<file path="config.mk">
export PLATFORM = sky130hd
export DESIGN_NAME = frost32_irq_ctrl
export DESIGN_NICKNAME = d
export VERILOG_FILES = /design/src/rtl/frost32_irq_ctrl_pkg.sv /design/src/rtl/frost32_irq_ctrl_prio_enc.sv /design/src/rtl/frost32_irq_ctrl.sv
export SDC_FILE = /design/constraint.sdc
export NUM_CORES = 1
export LEC_CHECK = 0
export ABC_AREA = 0
export BUFFER_PORTS_ARGS = -buffer_cell sky130_fd_sc_hd__buf_4
export CAP_MARGIN = 20
export CORE_ASPECT_RATIO = 0.5
export CORE_MARGIN = 3
export CORE_UTILIZATION = 51
export DETAILED_ROUTE_END_ITERATION = 10
export PLACE_DENSITY = 0.77
export REMOVE_ABC_BUFFERS = 1
export SLEW_MARGIN = 20
export SYNTH_ARGS = -nofsm -noshare
export SYNTH_HDL_FRONTEND = slang
export SYNTH_SLANG_ARGS = --single-unit
</file>
<file path="constraint.sdc">
create_clock -name clk -period 1.81 [get_ports clk]
set_input_delay 0.0905 -clock clk [delete_from_list [all_inputs] [get_ports clk]]
set_output_delay 0.0905 -clock clk [all_outputs]
set_load 0.02 [all_outputs]
</file>
<file path="src/rtl/frost32_irq_ctrl_pkg.sv">
// ---------------------------------------------------------------------------
// PkgFrost32IrqCtrl : shared types and width helpers for the Frost32 IRQ ctrl
// Rev 1.0
// ---------------------------------------------------------------------------
`default_nettype none

package PkgFrost32IrqCtrl;

  typedef enum logic [1:0] {
    StIdle    = 2'd0,
    StAssert  = 2'd1,
    StHoldoff = 2'd2
  } state_e;

  // Counters need at least one bit even when the parameter is 0 or 1.
  function automatic int clog2_min2(input int value);
    return (value < 2) ? 1 : $clog2(value);
  endfunction

  localparam int DEF_NUM_SOURCES    = 8;
  localparam int DEF_PULSE_CYCLES   = 4;
  localparam int DEF_HOLDOFF_CYCLES = 16;
  localparam int DEF_CAUSE_W        = $clog2(DEF_NUM_SOURCES);
  localparam int DEF_PULSE_CNT_W    = clog2_min2(DEF_PULSE_CYCLES);
  localparam int DEF_HOLD_CNT_W     = clog2_min2(DEF_HOLDOFF_CYCLES);

  typedef struct packed {
    logic [DEF_NUM_SOURCES-1:0] irq_src;
    logic                       mask_wr_en;
    logic [DEF_NUM_SOURCES-1:0] mask_wr_data;
    logic                       wait_for_mem;
  } PortIn_Frost32IrqCtrl;

  typedef struct packed {
    logic                       interrupt;
    logic [DEF_CAUSE_W-1:0]     irq_cause;
    logic [DEF_NUM_SOURCES-1:0] pending;
    logic [DEF_NUM_SOURCES-1:0] mask;
  } PortOut_Frost32IrqCtrl;

endpackage

`default_nettype wire

</file>
<file path="src/rtl/frost32_irq_ctrl_prio_enc.sv">
// ---------------------------------------------------------------------------
// frost32_irq_prio_enc : combinational lowest-index-first priority encoder
// Rev 1.0
// ---------------------------------------------------------------------------
`default_nettype none

module frost32_irq_prio_enc #(
  parameter int NUM_SOURCES = 8
) (
  input  logic [NUM_SOURCES-1:0]         eligible_i,
  output logic                           valid_o,
  output logic [$clog2(NUM_SOURCES)-1:0] index_o,
  output logic [NUM_SOURCES-1:0]         onehot_o
);

  localparam int CAUSE_W = $clog2(NUM_SOURCES);

  always_comb begin
    valid_o  = |eligible_i;
    // Isolate the lowest set bit.
    onehot_o = eligible_i & (~eligible_i + 1'b1);
    index_o  = '0;
    for (int i = NUM_SOURCES - 1; i >= 0; i--) begin
      if (eligible_i[i]) begin
        index_o = CAUSE_W'(i);
      end
    end
  end

endmodule

`default_nettype wire

</file>
<file path="src/rtl/frost32_irq_ctrl.sv">
// ---------------------------------------------------------------------------
// frost32_irq_ctrl : edge-latched, masked, prioritised interrupt pulser
// Rev 1.0
// ---------------------------------------------------------------------------
`default_nettype none

module frost32_irq_ctrl
  import PkgFrost32IrqCtrl::*;
#(
  parameter int NUM_SOURCES    = 8,
  parameter int PULSE_CYCLES   = 4,
  parameter int HOLDOFF_CYCLES = 16
) (
  input  logic                           clk,
  input  logic                           rst,
  input  logic [NUM_SOURCES-1:0]         irq_src,
  input  logic                           mask_wr_en,
  input  logic [NUM_SOURCES-1:0]         mask_wr_data,
  input  logic                           wait_for_mem,
  output logic                           interrupt,
  output logic [$clog2(NUM_SOURCES)-1:0] irq_cause,
  output logic [NUM_SOURCES-1:0]         pending,
  output logic [NUM_SOURCES-1:0]         mask
);

  localparam int CAUSE_W = $clog2(NUM_SOURCES);
  localparam int PCNT_W  = clog2_min2(PULSE_CYCLES);
  localparam int HCNT_W  = clog2_min2(HOLDOFF_CYCLES);
  localparam logic [PCNT_W-1:0] PULSE_LOAD = PCNT_W'(PULSE_CYCLES - 1);
  localparam logic [HCNT_W-1:0] HOLD_LOAD  =
      HCNT_W'((HOLDOFF_CYCLES > 0) ? HOLDOFF_CYCLES - 1 : 0);

  state_e                 state_q, state_d;
  logic                   interrupt_q, interrupt_d;
  logic [CAUSE_W-1:0]     cause_q, cause_d;
  logic [PCNT_W-1:0]      pcnt_q, pcnt_d;
  logic [HCNT_W-1:0]      hcnt_q, hcnt_d;
  logic [NUM_SOURCES-1:0] prev_q, pending_q, pending_d, mask_q, mask_d;
  logic [NUM_SOURCES-1:0] edge_det, eligible, win_onehot, clr;
  logic [CAUSE_W-1:0]     win_index;
  logic                   win_valid;

  assign edge_det = irq_src & ~prev_q;
  assign eligible = pending_q & mask_q;

  frost32_irq_prio_enc #(
    .NUM_SOURCES (NUM_SOURCES)
  ) u_prio_enc (
    .eligible_i (eligible),
    .valid_o    (win_valid),
    .index_o    (win_index),
    .onehot_o   (win_onehot)
  );

  always_comb begin
    state_d     = state_q;
    interrupt_d = interrupt_q;
    cause_d     = cause_q;
    pcnt_d      = pcnt_q;
    hcnt_d      = hcnt_q;
    clr         = '0;
    unique case (state_q)
      StIdle: begin
        interrupt_d = 1'b0;
        if (win_valid && !wait_for_mem) begin
          state_d     = StAssert;
          interrupt_d = 1'b1;
          cause_d     = win_index;
          clr         = win_onehot;
          pcnt_d      = PULSE_LOAD;
        end
      end
      StAssert: begin
        if (!wait_for_mem) begin
          if (pcnt_q == '0) begin
            interrupt_d = 1'b0;
            hcnt_d      = HOLD_LOAD;
            state_d     = (HOLDOFF_CYCLES == 0) ? StIdle : StHoldoff;
          end else begin
            pcnt_d = pcnt_q - 1'b1;
          end
        end
      end
      StHoldoff: begin
        interrupt_d = 1'b0;
        if (hcnt_q == '0) begin
          state_d = StIdle;
        end else begin
          hcnt_d = hcnt_q - 1'b1;
        end
      end
      default: begin
        state_d     = StIdle;
        interrupt_d = 1'b0;
      end
    endcase
  end

  // Set after clear so a fresh edge on the launching source is not lost.
  assign pending_d = (pending_q & ~clr) | edge_det;
  assign mask_d    = mask_wr_en ? mask_wr_data : mask_q;

  always_ff @(posedge clk) begin
    if (rst) begin
      state_q     <= StIdle;
      interrupt_q <= 1'b0;
      cause_q     <= '0;
      pcnt_q      <= '0;
      hcnt_q      <= '0;
      prev_q      <= '0;
      pending_q   <= '0;
      mask_q      <= '1;
    end else begin
      state_q     <= state_d;
      interrupt_q <= interrupt_d;
      cause_q     <= cause_d;
      pcnt_q      <= pcnt_d;
      hcnt_q      <= hcnt_d;
      prev_q      <= irq_src;
      pending_q   <= pending_d;
      mask_q      <= mask_d;
    end
  end

  assign interrupt = interrupt_q;
  assign irq_cause = cause_q;
  assign pending   = pending_q;
  assign mask      = mask_q;

endmodule

`default_nettype wire

</file>
==> metrics, run 1 <==
Pins Over Slew Limit 0; worst skew pair latency 0.28 ns; fill count 245; R2R Path Start mask[4]; fmax 0.629 GHz; Die Y 44.3 µm; Area Overhead vs Synth 29.0%; DRT Pass-1 Iters 4; die area 0.00366 mm²; post-CTS resize count 0; Setup-failing EPs final 0; Worst setup SP type register; Avg Cell Area, Syn 9.52 µm²; core region area 0.00268 mm²; first-pass GRT wire length 5510 µm; num ports 40; number of flops mapped to enable cells by yosys 0; clock root buffer clkbuf_8; row cnt 13; CP Data Required Time 1.99 ns; flops & latches, synth 36; nets 223; # diodes 0; hpwl dp 2450 µm; Post-synth top flop dfxtp_1; # DRC 0; setup TNS 0 ns; Mapped Cells 157; Fin. Hold Viols 0; pre-CTS WS 0.252 ns; post-synth cell types 36; largest vdd supply drop 509 µV; via density per instance 5.49; PD cells 986 mW/mm²; Post-Layout Cell Count 239; via count 1313; minimum clock period 1.59 ns; worst-case clock skew 0.00517 ns; H-tree depth 2; die width 82.6 µm; vias in the first global route 1206; Hold Path Origin mask_wr_data[2]; Cell Area, Placed 0.00183 mm²; RSZ-0062 raised after global routing false; total power 1.90 mW; critical path arrival 1.77 ns; DRT Wirelength 3400 µm; layout cells sized above 1 0.257; Max Cap Viol 0; Critical Path Source mask[4]; clk buf depth 2; critical path type reg2reg; grt ovf 0; Slew HR 0.590; largest net degree at the start of global routing 25; DRT iter0 DRCs 72; Slew @ Worst Pin 0.614 ns; register area share after synthesis 0.482; port buffer count 39; Initial Util 0.557; antenna violations before repair 0; GP Congestion 0.765; final period utilization 0.879; Worst Path Max Fanout 8; Syn Std Cell Area 0.00150 mm²; CTS tree done; FFs w/ async S/R, synth 0; synth warn 0; Worst-path clk slew 0.07 ns; fin area 0.00193 mm²; dominant cell type by area after synthesis dfxtp_1; placed cells 230; Num Clock Sinks 36; Total GRT Usage 0.207; worst hold path type in2reg; drt wl/cell 14.2 µm; Antenna Violating Nets Remaining 0; P_leak 0.829 nW; Yosys top cell area share 0.482; outcome complete, no violations; Num CTS Buffers 5; final worst slack 0.220 ns; largest cells by area after synthesis dfxtp_1 48%, mux2i_1 5.4%, nor2b_1 4.6%; CP Capture Type register
Yosys cell counts (2+ instances only):
| master | instances |
|---|---|
| clkbuf_1 | 4 |
| ha_1 | 2 |
| and3_1 | 2 |
| nor2b_1 | 11 |
| a21boi_1 | 2 |
| a22oi_1 | 2 |
| nand2b_1 | 3 |
| mux2i_1 | 8 |
| nor2_1 | 7 |
| nand4_1 | 3 |
| a211oi_1 | 7 |
| nor3_1 | 8 |
| inv_1 | 13 |
| dfxtp_1 | 36 |
| a21oi_1 | 7 |
| nand2_1 | 16 |
| o21ai_0 | 3 |
| a32o_1 | 3 |
| nand3_1 | 3 |
flip-flops by register name, summed over array words and instances, names as in the netlist:
signal and cells:
state_q 2, interrupt 1, mask 8, irq_cause 3
hcnt_q 4, pending 8, pcnt_q 2, prev_q 8
repair_timing:
item	4_1_cts	5_1_grt
endpoints found under the hold margin	1	0
hold buffers	1	0
buffers inserted	0	0
where the power goes:
part / leakage, nW / switching [mW] / internal, mW
logic: 0.479 / 0.217 / 0.187
registers: 0.298 / 0.0601 / 0.859
clock network: 0.0510 / 0.275 / 0.303
worst max-delay path, cell delays in order (launching register included):
cell and delay [ns]:
dfxtp_1 0.44, a22oi_1 0.23, a41oi_4 0.41, nand4_1 0.14, a32o_1 0.27
cells in the final DEF, fill, tap and decap left out, drive strengths merged, types with 2 or more instances in the layout:
master and n:
a32o 3, clkbuf 6, a21oi 7, nand2b 3, nand2 16, nand4 3
a211oi 7, nor3 8, clkinv 2, nor2 7, dfxtp 36, buf 40
o21ai 3, inv 13, ha 2, nor2b 11, a21boi 2, nand3 3
and3 2, mux2i 8, a22oi 4
through the flow:
stage / util / hold WS [ns]
finish: 0.719 / 0.0190
global route: 0.719 / 0.0162
CTS: 0.719 / 0.0143
detailed placement: 0.681 / 0.297
global placement: 0.681 / 0.285
floorplan: - / 0.160
final timing paths:
path / end / slack, ns / cells past startpoint
worst max-delay path: pending[3] / 0.22 / 4
worst min-delay path: mask[2] / 0.02 / 3
worst max register to register: pending[3] / 0.22 / 4
worst min register to register: pending[6] / 0.42 / 1
cells by family (layout without fill, tap and decap cells):
logic type               after synthesis  in the layout  synth area share
AO/OA/AOI/OAI                         36             36             0.200
buffers and inverters                 17             62            0.0427
XOR/XNOR                               1              1           0.00586
adder cells (fa/ha/maj)                2              2            0.0167
multiplexers                           8              8            0.0536
flip-flops                            36             36             0.482
AND/OR/NAND/NOR                       57             57             0.199
layout make-up:
cell class	count	area [µm²]	area share
clock buffers	6	82.6	0.0428
repair buffers	41	310	0.161
inverters	13	48.8	0.0253
well taps	37	46.3	0.0240
clock inverters	2	10.0	0.00519
flip-flops and latches	36	721	0.374
multi-input cells	104	711	0.368
metal layers:
layer  part of all wire  up-vias  GRT usage
li1                   -      652          -
met1               0.45      613      0.261
met2               0.47       44      0.326
met3              0.076        4     0.0752
met4             0.0097        0     0.0814
met5                  0        -          0
(Power assumes the default switching activity.)
==> run 2: changes to the inputs <==
Settings changed: CORE_UTILIZATION 51 to 53, CTS_BUF_LIST from default to sky130_fd_sc_hd__clkbuf_8, PLACE_DENSITY 0.77 to 0.79.
==> metrics, run 2 (synthesis results as in run 1) <==
die area 0.00353 mm² (was 0.00366 mm²); Cell Area, Placed 0.00182 mm² (was 0.00183 mm²); core region area 0.00243 mm² (was 0.00268 mm²); met3 WL 271 µm (was 258 µm); end of the worst hold path mask[6] (was mask[2]); Seq pwr share 0.460 (was 0.484); fmax 0.623 GHz (was 0.629 GHz); DRT Wirelength 3530 µm (was 3400 µm); H-tree depth 2 (unchanged); largest net degree at the start of global routing 25 (unchanged); clock root buffer clkbuf_8 (unchanged); Setup-failing EPs final 0 (unchanged); Area Overhead vs Synth 29.9% (was 29.0%); Critical Path Source state_q[1] (was mask[4]); Clock power frac 0.338 (was 0.304); vias in the first global route 1178 (was 1206); Internal 1.45 mW (was 1.35 mW); die width 81.1 µm (was 82.6 µm); minimum clock period 1.61 ns (was 1.59 ns); Post-CTS Setup Repair Bufs 0 (unchanged); hpwl dp 2530 µm (was 2450 µm); post-CTS resize count 0 (unchanged); setup TNS 0 ns (unchanged); Pins Over Slew Limit 0 (unchanged); DRT met1 WL 1690 µm (was 1520 µm); Worst-path clk slew 0.07 ns (about the same); via density per instance 5.48 (was 5.49); switch share 0.277 (was 0.290); Psw 556 µW (was 552 µW); antenna violations before repair 0 (unchanged); port buffer count 39 (unchanged); CP Data Required Time 1.99 ns (about the same); most frequent cells in the layout 40 x buf_4, 36 x dfxtp_1, 16 x nand2_1 (unchanged); PD cells 1030 mW/mm² (was 986 mW/mm²); pre-CTS WS 0.252 ns (about the same); Fin. Hold Viols 0 (unchanged); Slew HR 0.586 (was 0.590); GP Congestion 0.762 (was 0.765); CP Capture Type register (unchanged); commonest non-fill, non-tap cell in the layout buf_4 (unchanged); critical path arrival 1.78 ns (was 1.77 ns); clk buf depth 2 (unchanged); RSZ-0062 raised after global routing false (unchanged); final period utilization 0.887 (was 0.879); final worst slack 0.205 ns (was 0.220 ns); total power 2.00 mW (was 1.90 mW); drt wl/cell 14.9 µm (was 14.2 µm); Initial Util 0.615 (was 0.557); fin area 0.00194 mm² (was 0.00193 mm²); num ports 40 (unchanged); # diodes 0 (unchanged); flop-to-flop setup slack 0.20 ns (was 0.22 ns); Antenna Violating Nets Remaining 0 (unchanged); Worst setup SP type register (unchanged); reg2reg end pending[2] (was pending[3]); largest vdd supply drop 743 µV (was 509 µV); # DRC 0 (unchanged); CTS tree done (unchanged); Die Y 43.6 µm (was 44.3 µm); Hold Worst Slack 0.0203 ns (was 0.0190 ns); R2R cell count 4 (unchanged); critical path type reg2reg (unchanged); row cnt 12 (was 13); first-pass GRT wire length 5500 µm (was 5510 µm); top layer in use met4 (unchanged); Num Clock Sinks 36 (unchanged); R2R Path Start state_q[1] (was mask[4]); P_leak 0.837 nW (was 0.829 nW); nets 223 (unchanged); Max Cap Viol 0 (unchanged); Worst Path Max Fanout 8 (unchanged); DRT iter0 DRCs 58 (was 72); layout cells sized above 1 0.252 (was 0.257); grt ovf 0 (unchanged); worst skew pair latency 0.28 ns (about the same); DRT Pass-1 Iters 4 (unchanged); Comb power frac 0.202 (was 0.212); Total GRT Usage 0.208 (was 0.207); via count 1299 (was 1313); hold depth 3 (unchanged); worst-case clock skew 0.00612 ns (was 0.00517 ns); worst hold path type in2reg (unchanged); outcome complete, no violations (unchanged); Hold Path Origin mask_wr_data[6] (was mask_wr_data[2]); Num CTS Buffers 5 (unchanged); wire length on met2 1550 µm (was 1580 µm); Slew @ Worst Pin 0.621 ns (was 0.614 ns)
==> run 2: power by group through the flow <==
stage,logic [mW],clock network [mW],registers [mW]
final,0.405,0.678,0.922
after global routing,0.443,0.718,0.928
after CTS,0.406,0.681,0.920
after detailed placement,0.401,0,0.937
after global placement,0.389,0,0.934
after floorplan,0.200,0,0.974
==> run 2: stage by stage <==
| stage | cells | util |
|---|---|---|
| global route | 237 | 0.798 |
| global placement | 228 | 0.750 |
| CTS | 237 | 0.798 |
| detailed placement | 228 | 0.750 |
| floorplan | 153 | - |
| finish | 237 | 0.798 |
==> run 2: cell type report <==
cell class                 instances  area (µm²)
clock buffer                       5        68.8
timing repair buffer              41         310
clock inverter                     3        38.8
tap                               35        43.8
fill                             178         490
multi-input combinational        104         711
inverter                          13        48.8
sequential                        36         721
==> run 2: critical path, stage by stage (launching register included) <==
cell     delay (ns)
dfxtp_1        0.34
or3_4          0.42
a41oi_4        0.31
nand3_1        0.15
a32o_1         0.27
==> run 2: worst max-delay path by stage <==
stage	to	slack, ns	depth (start not counted)
3_5_place_dp	pending[3]	0.25	4
5_1_grt	pending[2]	0.16	4
2_1_floorplan	pending[3]	0.29	4
4_1_cts	pending[2]	0.21	4
3_3_place_gp	pending[3]	0.29	4
6_report	pending[2]	0.20	4
==> run 2: layer usage <==
layer / vias to the layer above / GRT usage
met1: 608 / 0.284
li1: 651 / -
met5: - / 0
met4: 0 / 0.0404
met3: 2 / 0.0851
met2: 38 / 0.313
==> run 2: repair_timing <==
action                                  CTS  global route
endpoints found under the hold margin     1             0
endpoints found under the setup margin    0             0
hold buffers                              1             0
